`src/rtl/calendar_pkg.sv`:
```
// Shared calendar datapath constants and the count-digit type.
package calendar_pkg;

  localparam int unsigned DIGIT_BITS    = 4;
  localparam int unsigned SEC_UNITS_MOD = 10;
  localparam int unsigned SEC_TENS_MOD  = 6;
  localparam int unsigned HOUR_TENS_MOD = 3;
  localparam int unsigned DAY_UNITS_MOD = 10;

  // One calendar digit, shared by the up and down counters.
  typedef logic [DIGIT_BITS-1:0] digit_t;

endpackage

```
`src/rtl/upcounter_if.sv`:
```
// Control and status bundle of one modulo counter stage.
interface upcounter_if
  import calendar_pkg::*;
#(
  parameter int unsigned BITS = DIGIT_BITS
) ();

  logic            en;
  logic            clr;
  logic            load;
  logic [BITS-1:0] load_val;
  logic [BITS-1:0] count;
  logic            carry;
  logic            wrap;
  logic            load_err;

  // Driver side: supplies controls, observes the count.
  modport master (
    output en, clr, load, load_val,
    input  count, carry, wrap, load_err
  );

  // Counter side.
  modport slave (
    input  en, clr, load, load_val,
    output count, carry, wrap, load_err
  );

endinterface

```
`src/rtl/upcounter.sv`:
```
// Modulo-MOD up counter with cascade carry, preset load and wrap/load-error pulses.
module upcounter
  import calendar_pkg::*;
#(
  parameter int unsigned MOD  = SEC_UNITS_MOD,
  parameter int unsigned BITS = DIGIT_BITS,
  parameter int unsigned INIT = 0
) (
  input  logic      clk,
  input  logic      rst,
  upcounter_if.slave bus
);

  localparam logic [BITS-1:0] LAST   = BITS'(MOD - 1);
  localparam logic [BITS-1:0] INIT_V = BITS'(INIT);

  // Reject moduli and reset values the counter cannot represent.
  if (MOD < 2 || 64'(MOD) > (64'd1 << BITS) || INIT >= MOD) begin : g_bad_params
    $fatal(1, "upcounter: illegal MOD/BITS/INIT combination");
  end

  logic [BITS-1:0] count_q;
  logic [BITS-1:0] count_d;
  logic            wrap_q;
  logic            wrap_d;
  logic            err_q;
  logic            err_d;
  logic            at_last;
  logic            lv_ok;

  // Terminal count compared at BITS width, so MOD == 2**BITS rolls over cleanly.
  assign at_last = (count_q == LAST);
  assign lv_ok   = (32'(bus.load_val) < MOD);

  // Same-cycle carry lets the next stage step on the very edge this one wraps.
  assign bus.carry = bus.en && at_last && !rst && !bus.clr && !bus.load;

  // Next-state selection, priority clr > load > en.
  always_comb begin
    count_d = count_q;
    wrap_d  = 1'b0;
    err_d   = 1'b0;
    if (bus.clr) begin
      count_d = INIT_V;
    end else if (bus.load) begin
      if (lv_ok) begin
        count_d = bus.load_val;
      end else begin
        count_d = '0;
        err_d   = 1'b1;
      end
    end else if (bus.en) begin
      if (at_last) begin
        count_d = '0;
        wrap_d  = 1'b1;
      end else begin
        count_d = count_q + BITS'(1);
      end
    end
  end

  // State register with synchronous reset overriding every other control.
  always_ff @(posedge clk) begin
    if (rst) begin
      count_q <= INIT_V;
      wrap_q  <= 1'b0;
      err_q   <= 1'b0;
    end else begin
      count_q <= count_d;
      wrap_q  <= wrap_d;
      err_q   <= err_d;
    end
  end

  assign bus.count    = count_q;
  assign bus.wrap     = wrap_q;
  assign bus.load_err = err_q;

endmodule

```
`src/flat_wrapper.sv`:
```
// flat-port wrapper written by rule: the top's interface ports become plain ports
module upcounter_flat import calendar_pkg::*;
#(
  parameter int unsigned MOD  = SEC_UNITS_MOD,
  parameter int unsigned BITS = DIGIT_BITS,
  parameter int unsigned INIT = 0
)
  (clk, rst, bus_en, bus_clr, bus_load, bus_load_val, bus_count, bus_carry, bus_wrap, bus_load_err);
  upcounter_if #(.BITS(BITS)) bus_i ();
  input  logic clk;
  input  logic rst;
  input wire logic [$bits(bus_i.en)-1:0] bus_en;
  input wire logic [$bits(bus_i.clr)-1:0] bus_clr;
  input wire logic [$bits(bus_i.load)-1:0] bus_load;
  input wire logic [$bits(bus_i.load_val)-1:0] bus_load_val;
  output wire logic [$bits(bus_i.count)-1:0] bus_count;
  output wire logic [$bits(bus_i.carry)-1:0] bus_carry;
  output wire logic [$bits(bus_i.wrap)-1:0] bus_wrap;
  output wire logic [$bits(bus_i.load_err)-1:0] bus_load_err;
  assign bus_i.en = bus_en;
  assign bus_i.clr = bus_clr;
  assign bus_i.load = bus_load;
  assign bus_i.load_val = bus_load_val;
  assign bus_count = bus_i.count;
  assign bus_carry = bus_i.carry;
  assign bus_wrap = bus_i.wrap;
  assign bus_load_err = bus_i.load_err;
  upcounter #(.MOD(MOD), .BITS(BITS), .INIT(INIT)) u_core (.clk(clk), .rst(rst), .bus(bus_i));
endmodule
```
`config.mk`:
```
export PLATFORM = sky130hd
export DESIGN_NAME = upcounter_flat
export DESIGN_NICKNAME = d
export VERILOG_FILES = /design/src/rtl/calendar_pkg.sv /design/src/rtl/upcounter_if.sv /design/src/rtl/upcounter.sv /design/src/flat_wrapper.sv
export SDC_FILE = /design/constraint.sdc
export NUM_CORES = 1
export LEC_CHECK = 0
export ABC_AREA = 1
export CAP_MARGIN = 20
export CORE_AREA = 3 3 40 42
export CTS_CLUSTER_DIAMETER = 50
export DETAILED_ROUTE_END_ITERATION = 10
export DIE_AREA = 0 0 43 45
export SYNTH_ARGS = -nofsm -noshare
export SYNTH_HDL_FRONTEND = slang
export SYNTH_SLANG_ARGS = --single-unit
export TNS_END_PERCENT = 30
```
`constraint.sdc`:
```
create_clock -name clk -period 1 [get_ports clk]
set_clock_uncertainty 0.2 [all_clocks]
set_input_delay 0.2 -clock clk [delete_from_list [all_inputs] [get_ports clk]]
set_output_delay 0.2 -clock clk [all_outputs]
set_load 0.01 [all_outputs]
```
==> metrics.yaml <==
grt.total_usage_pct: 13.06
area_delta_synth_final_pct: 115.4
dr.first_iter.drc_count: 2
cts_buffer_depth: 2
ys_seq_area_share_pct: 37.07
path_class: "flop to output port"
num_rows: 13
hp-class: "primary input to flop"
syn_avg_cell_area_um2: 6.613
p_comb_share_pct: 25.4
ioPinCount: 16
p_sw_share_pct: 27.68
reg2reg_depth: 8
required_ns: 0.60
core_area_um2: 1285
worstPathArrival_ns: 1.06
finalCoreUtilization_pct: 54.33
synth_cell_type_count: 17
drc: 0
route.met2.wl_um: 583
clk_pin_slew_worst_paths_ns: 0.06
end_kind: "output port"
hold_violations: 0
fmax_mhz: 686.8
tightest_slew_ns: 0.2307
fin_crit_ns: 1.456
port_buffers: 15
endpoint: "bus_carry"
nNetsFinal: 96
finalSetupViolations: 13
antenna_found_initial: 0
syn-num-nets: 58
ir_worst_vdd_mv: 0.4554
ys_ff_latch: 6
grt_overflow: 0
internal_power_mw: 0.4957
whs_path_depth: 4
die_y_um: 45
postRouteAntennaNets: 0
syn_area_um2: 324.1
cts_tree: "built"
initial_core_util_pct: 25.22
postSynthCellCount: 49
cellLeakagePower_nw: 0.3194
p_seq_share_pct: 36.8
num_vias: 445
drt-vias-per-instance: 4.406
max-cap-violations: 0
worst_setup_path_start_kind: "flop"
drt-total-wl_um: 1117
grt_max_degree: 7
gp_congestion: 0.7450
power_frac_clock_pct: 37.8
cts_root_buf: "clkbuf_4"
status: "complete, but fails checks"
clkSinkCount: 6
layout_common_cells: "buf_4 (16), nor2_1 (8), buf_6 (5)"
fin_ws_ns: -0.4560
relSlewSlack_pct: 84.55
yosysWarnings: 0
grt_pass1_wl_um: 1752
rsz0062_at_grt: "true"
synth_top_cell_by_area: "dfxtp_1"
path_max_fanout: 2
cts_htree_levels: 1
regToRegStartpoint: "u_core.bus.count[3]"
grt_pass1_vias: 440
numCtsBuffers: 3
cp-startpoint: "u_core.bus.count[3]"
dieArea_um2: 1935
switching_power_mw: 0.1897
r2r_setup_slack_ns: -0.19
drive_gt1_share_pct: 56.98
hold_buffers: 0
wl_met3_um: 47
top_layer: "met4"
tns_ns: -2.427
power_density_nw_per_um2: 981.8
dr.pass1.iters: 2
synth_top_area_share_pct: 37.07
routedWlPerCell_um: 11.06
synthTopCellsByArea: "dfxtp_1 (37%), nor2_1 (12%), nand2_1 (8.1%), o21ai_0 (6.2%), a21oi_1 (4.6%)"
violations: "negative setup slack"
reg2reg_to: "u_core.bus.count[3]"
n_antenna_cell: 0
timing.final.max_slew_violations: 0
fin_crit_sh_pct: 145.6
mostFrequentLayoutCell: "buf_4"
m1WireLength_um: 466
die_w_um: 43
hpwlAfterDp_um: 829.4
clock_latency_ns: 0.25
worst min path at each step:
stage	from	endpoint	slack [ns]
2_1_floorplan	bus_load_val[3]	u_core.bus.load_err	0.15
3_3_place_gp	u_core.bus.count[2]	u_core.bus.count[2]	0.42
3_5_place_dp	u_core.bus.count[3]	u_core.bus.count[3]	0.44
4_1_cts	bus_load	u_core.bus.load_err	0.27
5_1_grt	bus_load	u_core.bus.load_err	0.30
6_report	bus_load	u_core.bus.load_err	0.28
per-stage QoR:
stage               area, µm²  setup WS (ns)  total power, mW  cells  hold slack (ns)
floorplan               336.6        -0.2056           0.3100     49           0.1483
global placement        625.6        -0.9522           0.4124     95           0.4243
detailed placement      625.6        -0.9919           0.4136     95           0.4397
CTS                     686.9        -0.5010           0.6863    102           0.2714
global route            698.2        -0.5071           0.7216    101           0.3034
finish                  698.2        -0.4560           0.6854    101           0.2836
registers in the layout, summed over array words and instances (netlist names):
| name | flops |
|---|---|
| u_core.bus.count | 4 |
| u_core.bus.load_err | 1 |
| u_core.bus.wrap | 1 |
what timing repair did:
action,in CTS,in global routing
pin swaps,4,3
endpoints found under the setup margin,13,13
gates cloned,0,0
resized for setup,42,7
buffers inserted,3,0
power groups by stage:
stage               Combinational (mW)  Clock (mW)  Sequential, mW
global route                     0.190       0.280           0.252
finish                           0.174       0.259           0.252
global placement                 0.158           0           0.254
floorplan                       0.0483           0           0.262
detailed placement               0.159           0           0.255
CTS                              0.169       0.267           0.251
kinds of logic (layout without fill, tap and decap cells):
logic type / Yosys count / count (layout) / share of synthesized area, %
simple gates: 27 / 27 / 38.23
compound gates: 10 / 10 / 17.76
flops: 6 / 6 / 37.07
buf+inv: 6 / 43 / 6.949
worst max-delay path: stages (launching register included):
cell     delay, ns
dfxtp_4       0.36
inv_4         0.04
nor2_4        0.08
nand2_2       0.06
nor3_2        0.11
buf_2         0.15
layer usage:
layer | vias to the layer above | global-route usage (%)
met4 | 0 | 10.84
met3 | 2 | 3.586
met2 | 10 | 21.56
met5 | - | 0
met1 | 195 | 13.94
li1 | 238 | -
layout make-up:
cell class | count | area, µm²
clock buffer | 4 | 26.28
fill | 131 | 586.8
sequential | 6 | 127.6
inverter | 6 | 25.02
tap | 15 | 18.77
timing repair buffer | 33 | 277.8
multi-input combinational | 37 | 222.7
Yosys cell counts, drive strengths merged:
library cell,instances
nand3,2
o21ai,5
nor3,4
nand4,1
a31oi,1
inv,6
nor2,11
o211ai,1
or2,1
a21oi,3
nand2,8
dfxtp,6
(Power assumes the default switching activity.)
